## src/rtl/dds_multimode.sv

```systemverilog
// Multi-waveform DDS: phase accumulator with deferred (wrap-aligned) setting updates,
// quarter-wave sine ROM plus square/triangle/sawtooth, two-stage registered output.
module dds_multimode #(
  parameter int PHASE_W = 16,
  parameter int LUT_AW  = 6,
  parameter int OUT_W   = 8
) (
  input  logic               clk,
  input  logic               rst,
  input  logic               en,
  input  logic               load,
  input  logic [PHASE_W-1:0] freq_word,
  input  logic [PHASE_W-1:0] phase_off,
  input  logic [1:0]         mode,
  output logic               pending,
  output logic               wrap,
  output logic [OUT_W-1:0]   out,
  output logic               out_valid
);

  localparam logic [1:0] MODE_SINE   = 2'd0;
  localparam logic [1:0] MODE_SQUARE = 2'd1;
  localparam logic [1:0] MODE_TRI    = 2'd2;

  localparam int MAG_W    = OUT_W - 1;
  localparam int LUT_N    = 2 ** LUT_AW;
  localparam int LUT_BITS = LUT_N * MAG_W;

  // Lowest phase bit any waveform looks at; bits below it are never registered.
  localparam int P_LO = ((PHASE_W - 2 - LUT_AW) < (PHASE_W - 1 - OUT_W)) ?
                        (PHASE_W - 2 - LUT_AW) : (PHASE_W - 1 - OUT_W);
  localparam int P_W  = PHASE_W - P_LO;

  localparam logic [OUT_W-1:0] MID  = {1'b1, {(OUT_W-1){1'b0}}};
  localparam logic [MAG_W-1:0] FULL = '1;
  localparam longint PI_Q30 = 64'd3373259426;

  // Quarter-wave table round((M-1)*sin(k*pi/2^(LUT_AW+1))), built at elaboration
  // with a Q30 Taylor series so no memory file is needed.
  function automatic logic [LUT_BITS-1:0] build_lut();
    longint x, x2, term, sum, amp, val;
    logic [LUT_BITS-1:0] tbl;
    tbl = '0;
    amp = (longint'(1) <<< (OUT_W - 1)) - 1;
    for (int k = 0; k < LUT_N; k++) begin
      x    = (longint'(k) * PI_Q30) >>> (LUT_AW + 1);
      x2   = (x * x) >>> 30;
      term = x;
      sum  = x;
      for (int n = 1; n <= 10; n++) begin
        term = -((term * x2) >>> 30) / longint'((2 * n) * (2 * n + 1));
        sum  = sum + term;
      end
      val = (amp * sum + (longint'(1) <<< 29)) >>> 30;
      tbl[k*MAG_W +: MAG_W] = MAG_W'(val);
    end
    return tbl;
  endfunction

  localparam logic [LUT_BITS-1:0] LUT = build_lut();

  logic [PHASE_W-1:0] acc_q, acc_d;
  logic [PHASE_W-1:0] f_act_q, f_act_d, o_act_q, o_act_d;
  logic [1:0]         m_act_q, m_act_d;
  logic [PHASE_W-1:0] f_pend_q, f_pend_d, o_pend_q, o_pend_d;
  logic [1:0]         m_pend_q, m_pend_d;
  logic               pend_q, pend_d;
  logic               wrap_q;
  logic [P_W-1:0]     p_q, p_d;
  logic [1:0]         m_q;
  logic               v1_q;
  logic [OUT_W-1:0]   out_q, wave_d;
  logic               out_valid_q;

  logic [PHASE_W:0]   sum_w;
  logic               carry, apply;

  always_comb begin
    sum_w = {1'b0, acc_q} + {1'b0, f_act_q};
    carry = en & sum_w[PHASE_W];
    // Settings switch only at a wrap, or immediately while the accumulator is idle.
    apply = (pend_q | load) & (carry | ~en);

    acc_d    = en ? sum_w[PHASE_W-1:0] : acc_q;
    f_pend_d = load ? freq_word : f_pend_q;
    o_pend_d = load ? phase_off : o_pend_q;
    m_pend_d = load ? mode      : m_pend_q;

    f_act_d = f_act_q;
    o_act_d = o_act_q;
    m_act_d = m_act_q;
    if (apply) begin
      f_act_d = load ? freq_word : f_pend_q;
      o_act_d = load ? phase_off : o_pend_q;
      m_act_d = load ? mode      : m_pend_q;
    end

    if (apply)     pend_d = 1'b0;
    else if (load) pend_d = 1'b1;
    else           pend_d = pend_q;

    p_d = P_W'((acc_q + o_act_q) >> P_LO);
  end

  logic [1:0]        sin_q;
  logic [LUT_AW-1:0] sin_idx, sin_ridx;
  logic [MAG_W-1:0]  mag;
  logic [OUT_W-1:0]  tri_t;

  always_comb begin
    sin_q    = p_q[P_W-1 -: 2];
    sin_idx  = p_q[P_W-3 -: LUT_AW];
    sin_ridx = -sin_idx;
    tri_t    = p_q[P_W-2 -: OUT_W];

    // Odd quadrants read the table mirrored; index 0 there is the peak itself.
    if (!sin_q[0])          mag = LUT[int'(sin_idx) * MAG_W +: MAG_W];
    else if (sin_idx == '0) mag = FULL;
    else                    mag = LUT[int'(sin_ridx) * MAG_W +: MAG_W];

    case (m_q)
      MODE_SINE:   wave_d = sin_q[1] ? (MID - {1'b0, mag}) : (MID + {1'b0, mag});
      MODE_SQUARE: wave_d = p_q[P_W-1] ? '0 : '1;
      MODE_TRI:    wave_d = p_q[P_W-1] ? ~tri_t : tri_t;
      default:     wave_d = p_q[P_W-1 -: OUT_W];
    endcase
  end

  // out_valid marks a sample from an enabled step; it trails en by two cycles and
  // out only updates alongside it, so an idle DDS holds its last sample.
  always_ff @(posedge clk) begin
    if (rst) begin
      acc_q       <= '0;
      f_act_q     <= '0;
      o_act_q     <= '0;
      m_act_q     <= MODE_SINE;
      f_pend_q    <= '0;
      o_pend_q    <= '0;
      m_pend_q    <= '0;
      pend_q      <= 1'b0;
      wrap_q      <= 1'b0;
      p_q         <= '0;
      m_q         <= MODE_SINE;
      v1_q        <= 1'b0;
      out_q       <= MID;
      out_valid_q <= 1'b0;
    end else begin
      acc_q       <= acc_d;
      f_act_q     <= f_act_d;
      o_act_q     <= o_act_d;
      m_act_q     <= m_act_d;
      f_pend_q    <= f_pend_d;
      o_pend_q    <= o_pend_d;
      m_pend_q    <= m_pend_d;
      pend_q      <= pend_d;
      wrap_q      <= carry;
      p_q         <= p_d;
      m_q         <= m_act_q;
      v1_q        <= en;
      if (v1_q) out_q <= wave_d;
      out_valid_q <= v1_q;
    end
  end

  assign pending   = pend_q;
  assign wrap      = wrap_q;
  assign out       = out_q;
  assign out_valid = out_valid_q;

endmodule

```

## config.mk

```make
export PLATFORM = sky130hd
export DESIGN_NAME = dds_multimode
export DESIGN_NICKNAME = d
export VERILOG_FILES = /design/src/rtl/dds_multimode.sv
export SDC_FILE = /design/constraint.sdc
export NUM_CORES = 1
export LEC_CHECK = 0
export ABC_AREA = 1
export CAP_MARGIN = 40
export CORE_ASPECT_RATIO = 1.5
export CORE_UTILIZATION = 50
export CTS_CLUSTER_SIZE = 25
export DETAILED_ROUTE_END_ITERATION = 10
export GPL_TIMING_DRIVEN = 0
export MAX_ROUTING_LAYER = met4
export PLACE_DENSITY = 0.7
export SLEW_MARGIN = 25
export SYNTH_ARGS = -nofsm -noshare
export SYNTH_HDL_FRONTEND = slang
export SYNTH_SLANG_ARGS = --single-unit
export TNS_END_PERCENT = 50
```

## constraint.sdc

```tcl
create_clock -name clk -period 3.55 [get_ports clk]
set_input_delay 1.065 -clock clk [delete_from_list [all_inputs] [get_ports clk]]
set_output_delay 1.065 -clock clk [all_outputs]
set_load 0.05 [all_outputs]
```

==> impl_metrics.yaml <==
cts:
  clkSlewWorstSetupHoldPaths_ns: 0.08
  cts_inserted_buffers: 9
  cts_htree_levels: 3
  clkLatencyLatePin_ns: 0.36
  cts_tree: "yes"
  clk_root_buffer_cell: "clkbuf_16"
  cts_max_path_buffers: 2
  hold_buffers: 0
  numClockSinks: 107
timing:
  max_freq_mhz: 302
  period_share_pct: 93.3
  setup-violations-final: 0
  rsz0062_at_grt: "false"
  fin_tns_setup_ns: 0
  layout_setup_ws_ns: 0.237
  relSlewSlack_pct: 47.5
  min_period_ns: 3.31
  worst_slew_pin_slew_ns: 0.788
  final-hold-violation-count: 0
  maxSlewViolCount: 0
  finClkSkew_ns: 0.0102
critical_path:
  crit_path_start_kind: "flop"
  endpoint_kind: "flop"
  critical_path_required_ns: 3.78
  worst_ep_arrival_time_ns: 3.54
  critical-path-top-delay-family: "simple AND/OR/NAND/NOR gates"
  critical_path.endpoint: "out[2]"
  critPathMostFrequentCell: "nand3_1"
  worst_setup_path_startpoint: "p_q[2]"
  timing.setup.critical_path_class: "flop to flop"
  worstSetupPathDepth: 20
  ff2ff_setup_slack_ns: 0.24
  rr_startpoint: "p_q[2]"
  crit_path_max_fanout: 10
  critPathSlowestCell: "ha_1"
  path_buf_inv: 4
  max_stage_delay_ns: 0.41
  reg2reg_depth: 20
  worstPathCellList: "buf_6 > clkinvlp_4 > ha_4 > inv_1 > ha_1 > clkbuf_4 > nand2_1 > nand2_1 > nand3_1 > nand3_1 > nand3_1 > nand3_1 > nand2_2 > ha_1 > nor2_1 > nand3_1 > nand3_1 > nand3_1 > o211ai_1 > a21oi_1"
  critical_path.reg2reg.endpoint: "out[2]"
floorplanning:
  num_rows: 51
  die_h_um: 143
  die-width_um: 96.3
  top_ports: 49
  placeableCoreArea_sq_mm: 0.0130
  start_util_pct: 51.2
  die-area_sq_mm: 0.0138
power_and_ir_drop:
  cellLeakagePower_nw: 3.64
  pwr-share-seq_pct: 34.5
  pwr-share-clk_pct: 28.3
  power.ir.vdd_worst_mv: 0.328
  power_density_cells_mw_per_mm2: 516
  power_frac_comb_pct: 37.2
  proportion_of_total_power_due_to_net_switching_pct: 37.4
  internal-power_mw: 2.49
  netSwitchingPower_mw: 1.48
synthesis:
  postSynthCellCount: 924
  ys_dominant_reg_cell: "dfxtp_1"
  leading_post_synthesis_cells_by_cell_area: "dfxtp_1, nand2_1, nor2_1"
  synth_seq_cells: 107
  synth.top_cell.area_share_pct: 32.2
  synth.distinct_cells: 54
  synth-edff-count: 0
  synthArstFlopShare_pct: 0
  yosysTopAreaCell: "dfxtp_1"
  synth-warning-count: 0
  netlist_area_before_placement_sq_mm: 0.00666
  syn_nets: 1002
  synth_sequential_area_ratio_pct: 32.2
  synthesis.area_per_instance_sq_um: 7.21
final_layout:
  share_of_post_route_cells_with_drive_strength_above_1_pct: 9.22
  layout.core_utilization_pct: 59.2
  fin_nets: 1060
  flow.area_growth_from_synthesis_pct: 15.6
  n_antenna_cell: 0
detailed_routing:
  drc: 0
  wl_um: 16800
  drt_pre_antenna_iters: 5
  avgViaCountPerCell: 5.41
  drt_iter0_drc: 285
  final_antenna_net_count: 0
  total_via_count_in_the_routed_design: 6202
  drt-wirelength-per-cell_um: 14.7
placement:
  detailedPlacementHpwl_um: 13200
  port-buffer-count: 46
  gp_weighted_congestion: 0.956
  dpl_worst_slack_ns: -0.348
run:
  max_cap_violations: 0
grt:
  first_global_vias: 5658
  grt_pass1_wl_um: 26800
  pin_count_of_the_biggest_net_entering_global_routing: 21
  track_usage_pct: 26.0
  global_route.overflow_total: 0
  antenna_found_initial: 0
status:
  run_status: "completed"
hold_path:
  hold_path_class: "flop to flop"
-- kinds of logic after synthesis --
| kind of cell | Yosys count | synth area share (%) |
|---|---|---|
| AOI/OAI and AO/OA | 164 | 15.0 |
| xor gates and xnor gates | 15 | 2.08 |
| adders and majority gates | 40 | 7.62 |
| buffers and inverters | 124 | 8.00 |
| DFF | 107 | 32.2 |
| muxes | 34 | 5.11 |
| and+or+nand+nor | 440 | 30.0 |
-- power groups by stage --
| stage | registers [mW] | clock network (mW) | logic (mW) |
|---|---|---|---|
| 3_3_place_gp | 1.40 | 0 | 1.44 |
| 2_1_floorplan | 1.41 | 0 | 1.09 |
| 6_report | 1.37 | 1.13 | 1.48 |
| 3_5_place_dp | 1.40 | 0 | 1.45 |
| 4_1_cts | 1.37 | 1.14 | 1.46 |
| 5_1_grt | 1.38 | 1.19 | 1.65 |
-- synth_stat cells (all sizes together) (2+ instances only) --
cell type,instances
xnor2,5
nand4,8
a21oi,51
o221ai,3
a221oi,2
and3,2
or2,4
a211oi,35
xor2,10
nand3b,2
mux2i,34
o211ai,6
ha,39
nand3,81
dfxtp,107
a21o,4
clkbuf,27
o21ai,50
nor3,6
buf,18
o22ai,2
a31oi,2
nand2,185
o21a,2
nor2,152
inv,79
-- stage by stage --
step                      instance area (sq um)  instances  power (mW)  hold WS (ns)
final                                      7700       1146        3.97         0.429
after global routing                       7700       1146        4.22         0.469
after CTS                                  7680       1144        3.97         0.431
after detailed placement                   7320       1129        2.85         0.418
after global placement                     7320       1129        2.83         0.423
after floorplan                            6660        924        2.50         0.403
-- area by class of cell --
| type | instances | area (sq um) |
|---|---|---|
| fill | 1265 | 5310 |
| multi-input combinational | 693 | 4000 |
| sequential | 107 | 2140 |
| timing repair buffer | 48 | 475 |
| inverter | 79 | 308 |
| buffer | 44 | 233 |
| clock buffer | 9 | 225 |
| tap | 159 | 199 |
| clock inverter | 7 | 119 |
-- worst min-delay path, delay by kind of cell, from the launching register on --
kind / cells / cell delay (ns)
and+or+nand+nor: 1 / 0.03
DFF: 1 / 0.31
buffers and inverters: 1 / 0.04
-- how the worst min path moves through the flow --
stage	startpoint	endpoint	cells past startpoint
6_report	m_act_q[0]	m_q[0]	2
4_1_cts	m_act_q[0]	m_q[0]	2
2_1_floorplan	m_act_q[0]	m_q[0]	2
3_5_place_dp	m_act_q[0]	m_q[0]	2
5_1_grt	m_act_q[1]	m_q[1]	2
3_3_place_gp	m_act_q[1]	m_q[1]	2
-- repair_timing --
| item | in CTS | in global routing |
|---|---|---|
| setup buffers | 0 | 2 |
| pin swaps | 0 | 0 |
| setup endpoints to repair | 6 | 4 |
| hold endpoints to repair | 0 | 0 |
| resized for setup | 3 | 8 |
-- registers in the layout (all words and copies together), names as in the netlist, 2 cells and up --
name	flops
m_pend_q	2
m_act_q	2
o_pend_q	16
p_q	9
f_pend_q	16
o_act_q	16
out	8
f_act_q	16
m_q	2
acc_q	16
-- layer usage --
layer  GRT usage (%)  wire [um]
met5               -          0
met1            27.5       6730
met4            10.9        622
met2            47.5       8880
met3            3.12        584
-- layout by cell type, fill, tap and decap left out, drive strengths merged, types with 2 or more instances in the layout --
cell	instances
a21o	4
nand4	8
and3	2
bufinv	2
o22ai	2
or2	4
clkdlybuf4s50	46
o21a	2
clkbuf	36
a211oi	35
nor2	152
o221ai	3
o21ai	50
mux2i	34
clkinv	4
ha	39
a21oi	51
nand3b	2
o211ai	6
inv	79
buf	19
a221oi	2
a31oi	2
nand2	185
dfxtp	107
xnor2	5
nand3	81
xor2	10
nor3	6
No activity file was read; power rests on OpenSTA's default activity.
